$ cat config.mk
export PLATFORM = sky130hd
export DESIGN_NAME = opm_write_sequencer
export DESIGN_NICKNAME = d
export VERILOG_FILES = /design/src/rtl/opm_write_sequencer.sv
export SDC_FILE = /design/constraint.sdc
export NUM_CORES = 1
export LEC_CHECK = 0
export CAP_MARGIN = 10
export CORE_MARGIN = 2
export CORE_UTILIZATION = 30
export CTS_BUF_LIST = sky130_fd_sc_hd__clkbuf_8
export CTS_CLUSTER_SIZE = 28
export DETAILED_ROUTE_END_ITERATION = 16
export GPL_TIMING_DRIVEN = 0
export SKIP_LAST_GASP = 1
export SLEW_MARGIN = 15
export SYNTH_ARGS = -nofsm -noshare
export SYNTH_HDL_FRONTEND = slang
export SYNTH_SLANG_ARGS = --single-unit
$ cat constraint.sdc
create_clock -name clk -period 3.8 [get_ports clk]
set_input_delay 0.57 -clock clk [delete_from_list [all_inputs] [get_ports clk]]
set_output_delay 0.57 -clock clk [all_outputs]
set_load 0.1 [all_outputs]
$ cat src/rtl/opm_write_sequencer.sv
// Write sequencer between host write capture and the jt51 core.
// Queues address/data writes in a FIFO and replays each as a cen_p1-aligned
// cs_n/wr_n strobe, then waits out the YM2151 busy time before the next one.
module opm_write_sequencer #(
  parameter int DEPTH      = 16,
  parameter int STROBE_CYC = 2,
  parameter int BUSY_CYC   = 64,
  parameter int ADDR_GAP   = 2
) (
  input  logic                     clk,
  input  logic                     rst,
  input  logic                     cen_p1,
  input  logic                     in_valid,
  output logic                     in_ready,
  input  logic                     in_a0,
  input  logic [7:0]               in_din,
  output logic                     opm_cs_n,
  output logic                     opm_wr_n,
  output logic                     opm_a0,
  output logic [7:0]               opm_din,
  output logic                     busy,
  output logic [$clog2(DEPTH):0]   level,
  output logic                     overflow,
  input  logic                     clr_overflow
);

  localparam int AW    = $clog2(DEPTH);
  localparam int MAX01 = (STROBE_CYC > BUSY_CYC) ? STROBE_CYC : BUSY_CYC;
  localparam int MAXC  = (MAX01 > ADDR_GAP) ? MAX01 : ADDR_GAP;
  localparam int CW    = $clog2(MAXC + 1);
  localparam logic [AW:0] FULL_LVL = (AW + 1)'(DEPTH);

  typedef enum logic [1:0] {
    IDLE,
    STROBE,
    WAIT
  } state_t;

  logic [8:0]    mem [DEPTH];
  logic [AW-1:0] wr_ptr;
  logic [AW-1:0] rd_ptr;
  logic [AW:0]   count;
  logic          push;
  logic          pop;
  logic [8:0]    head;

  state_t        state_q, state_d;
  logic [CW-1:0] cnt_q, cnt_d;
  logic          cs_n_d, wr_n_d, a0_d;
  logic [7:0]    din_d;

  assign in_ready = (count != FULL_LVL);
  assign push     = in_valid && in_ready;
  assign head     = mem[rd_ptr];
  assign level    = count;
  assign busy     = (count != '0) || (state_q != IDLE);

  // FIFO storage: entries need no reset because count gates their visibility
  always_ff @(posedge clk) begin
    if (push) mem[wr_ptr] <= {in_a0, in_din};
  end

  // FIFO pointers and occupancy; pointers wrap naturally at the power-of-two depth
  always_ff @(posedge clk) begin
    if (rst) begin
      wr_ptr <= '0;
      rd_ptr <= '0;
      count  <= '0;
    end else begin
      if (push) wr_ptr <= wr_ptr + AW'(1);
      if (pop)  rd_ptr <= rd_ptr + AW'(1);
      case ({push, pop})
        2'b10:   count <= count + (AW + 1)'(1);
        2'b01:   count <= count - (AW + 1)'(1);
        default: count <= count;
      endcase
    end
  end

  // Sticky overflow flag; a new overflow beats a simultaneous clear
  always_ff @(posedge clk) begin
    if (rst)                         overflow <= 1'b0;
    else if (in_valid && !in_ready)  overflow <= 1'b1;
    else if (clr_overflow)           overflow <= 1'b0;
  end

  // Sequencer state and registered jt51 bus outputs
  always_ff @(posedge clk) begin
    if (rst) begin
      state_q  <= IDLE;
      cnt_q    <= '0;
      opm_cs_n <= 1'b1;
      opm_wr_n <= 1'b1;
      opm_a0   <= 1'b0;
      opm_din  <= 8'h00;
    end else begin
      state_q  <= state_d;
      cnt_q    <= cnt_d;
      opm_cs_n <= cs_n_d;
      opm_wr_n <= wr_n_d;
      opm_a0   <= a0_d;
      opm_din  <= din_d;
    end
  end

  // Next-state logic: start on cen_p1 in IDLE, hold the strobe, then wait out the busy gap
  always_comb begin
    state_d = state_q;
    cnt_d   = cnt_q;
    cs_n_d  = opm_cs_n;
    wr_n_d  = opm_wr_n;
    a0_d    = opm_a0;
    din_d   = opm_din;
    pop     = 1'b0;
    case (state_q)
      IDLE: begin
        if ((count != '0) && cen_p1) begin
          state_d = STROBE;
          a0_d    = head[8];
          din_d   = head[7:0];
          cs_n_d  = 1'b0;
          wr_n_d  = 1'b0;
          cnt_d   = CW'(STROBE_CYC - 1);
        end
      end
      STROBE: begin
        if (cnt_q != '0) begin
          cnt_d = cnt_q - CW'(1);
        end else begin
          cs_n_d  = 1'b1;
          wr_n_d  = 1'b1;
          pop     = 1'b1;
          cnt_d   = opm_a0 ? CW'(BUSY_CYC - 1) : CW'(ADDR_GAP - 1);
          state_d = WAIT;
        end
      end
      WAIT: begin
        if (cnt_q != '0) cnt_d = cnt_q - CW'(1);
        else             state_d = IDLE;
      end
      default: state_d = IDLE;
    endcase
  end

endmodule

==> flow_summary.json <==
{
  "h-tree-depth": 4,
  "first_pass_iters": 7,
  "grt_max_degree": 17,
  "critPathArrivalTime_ns": 3.65,
  "slew_headroom_pct": 25.27,
  "nNetsFinal": 546,
  "rows": 58,
  "max_cap_violations": 0,
  "utilization_pct": 34.92,
  "worstMarginPinSlew_ns": 1.117,
  "p_leak_nw": 2.731,
  "grtUsageTotal_pct": 12.52,
  "io_pins": 33,
  "design.core.area_mm2": 0.02489,
  "antenna_found_initial": 0,
  "holdBufCountCts": 0,
  "hold_viol": 0,
  "place_area_mm2": 0.008323,
  "yosys_warnings": 0,
  "synth.avg_cell_area_um2": 16.32,
  "wl_per_cell_um": 18.33,
  "p_per_area_mw_per_mm2": 612.0,
  "drc_errors": 0,
  "root_buffer": "clkbuf_8",
  "synth_nets": 491,
  "viasPerCell": 4.855,
  "io_buffers": 32,
  "wirelength_um": 15770,
  "synth-edff-count": 144,
  "netlist.area_leader.share_pct": 57.35,
  "final_cell_area_mm2": 0.008691,
  "yosysTopAreaCell": "edfxtp_1",
  "post_cts_buffers": 0,
  "fin_crit_ns": 3.307,
  "grt_pass1_vias": 4398,
  "drtIter0Drc": 458,
  "finClkSkew_ns": 0.009144,
  "ys_seq_area_share_pct": 66.11,
  "start_util_pct": 30.29,
  "clk_path_buf_depth": 2,
  "num_vias": 4175,
  "cts-resized-gates": 0,
  "max_freq_mhz": 302.4,
  "final_cells": 860,
  "async_reset_ff_share_pct": 0,
  "multiInputGateArea_mm2": 0.002364,
  "synth_ff_type": "edfxtp_1",
  "final-setup-viol-count": 0,
  "report.final.slew_viol_count": 0,
  "synth.distinct_cells": 57,
  "grt_overflow": 0,
  "rsz0062_at_grt": "false",
  "grt_pass1_wl_um": 24610,
  "cp-start-kind": "register",
  "cts_tree": "yes",
  "clk_latency_ns": 0.46,
  "die_width_um": 162.5,
  "synth-seq-cells": 177,
  "ir_drop_v": 0.0005955,
  "ant_nets": 0,
  "clkSinkCount": 177,
  "worst_setup_path_end_kind": "register",
  "seqCellArea_mm2": 0.004985,
  "antenna_cells": 0,
  "placed_cells": 828,
  "cp_max_fo": 9,
  "setup_tns_ns": 0,
  "worstPathRequired_ns": 4.14,
  "fillCellCount": 2364,
  "layout_worst_path_cycle_share_pct": 87.02,
  "path_clk_slew_ns": 0.09,
  "dieArea_mm2": 0.02642,
  "synthTopCellsByArea": "edfxtp_1 (57%), mux4_2 (11%), dfxtp_1 (8.8%)",
  "dp_hpwl_um": 10700,
  "synth_cells": 462,
  "path_class": "register to register",
  "place.gp.congestion": 0.7918,
  "syn_area_mm2": 0.007540,
  "status": "complete, no violations",
  "drive_above_1_share_pct": 19.43,
  "hold_path_class": "register to register",
  "die_y_um": 162.5,
  "area_delta_synth_final_pct": 15.27,
  "cts_buffers": 17
}
[kinds of logic after synthesis]
family / Yosys count / synth area share [%]
adder cells (fa/ha/maj): 15 / 2.489
multiplexers: 57 / 13.54
AO/OA/AOI/OAI: 63 / 6.953
XOR/XNOR: 11 / 1.278
AND/OR/NAND/NOR: 94 / 6.820
flip-flops: 177 / 66.11
buffers and inverters: 45 / 2.804
[critical path, cell delays in order (launching register included)]
cell and delay [ns]:
dfxtp_1 0.35, inv_1 0.14, ha_1 0.23, nor3b_2 0.50, and3_1 0.24, buf_2 0.19
ha_1 0.21, clkbuf_1 0.30, xor2_1 0.18, ha_1 0.21, nor2_1 0.06, o32ai_1 0.33
a211o_1 0.18, nand3_1 0.06
[report_power, final]
group          internal, mW  switching (mW)
sequential             2.22          0.0895
combinational         0.553            1.23
clock                 0.526           0.698
total                  3.30            2.02
[final cells by class]
class	count	area share, %
sequential	177	57.36
multi-input combinational	240	27.20
tap	330	4.751
timing repair buffer	36	4.031
clock buffer	17	2.692
buffer	27	1.656
clock inverter	15	1.540
inverter	18	0.7774
[per-stage QoR]
stage	power, mW	worst slack, ns	hold slack [ns]
2_1_floorplan	3.680	0.4437	0.4825
3_3_place_gp	4.095	0.2630	0.4655
3_5_place_dp	4.143	0.3358	0.5034
4_1_cts	5.361	0.5360	0.5295
5_1_grt	5.563	0.2113	0.5611
6_report	5.319	0.4931	0.5281
[cells in the mapped netlist, types with 6 or more instances]
cell	n
a21oi_1	13
buf_2	10
clkbuf_1	10
dfxtp_1	33
edfxtp_1	144
ha_1	15
inv_1	18
mux2i_1	21
mux4_2	36
nand2_1	12
nand2b_1	6
nand3b_1	10
nor2_1	29
nor3_1	9
o221ai_2	9
xor2_1	7
[sequential cells by signal, indices dropped and copies added, names as in the netlist]
register / count
state_q: 2
cnt_q: 7
level: 5
rd_ptr: 4
wr_ptr: 4
opm_wr_n: 1
mem: 144
overflow: 1
opm_din: 8
opm_a0: 1
[path summary, 6_finish.rpt]
kind	startpoint	to	slack, ns	cells past startpoint
hold reg to reg	state_q[1]	state_q[1]	0.53	2
setup reg to reg	cnt_q[0]	level[4]	0.49	13
setup / recovery	cnt_q[0]	level[4]	0.49	13
hold / removal	state_q[1]	state_q[1]	0.53	2
[placed cells by master, fill, tap and decap left out, types with 10 or more instances in the layout]
master / count
a21oi_1: 13
buf_2: 10
clkbuf_1: 10
clkbuf_8: 17
clkdlybuf4s50_1: 32
dfxtp_1: 33
edfxtp_1: 144
ha_1: 15
inv_1: 21
mux2i_1: 21
mux4_2: 36
nand2_1: 12
nand3b_1: 10
nor2_1: 29
[per-layer routing]
| metal | global-route usage (%) | wire length, um |
|---|---|---|
| met2 | 21.10 | 7863 |
| met1 | 15.98 | 6858 |
| met3 | 3.336 | 880 |
| met5 | 0 | 0 |
| met4 | 3.419 | 165 |
(Power assumes the default switching activity.)
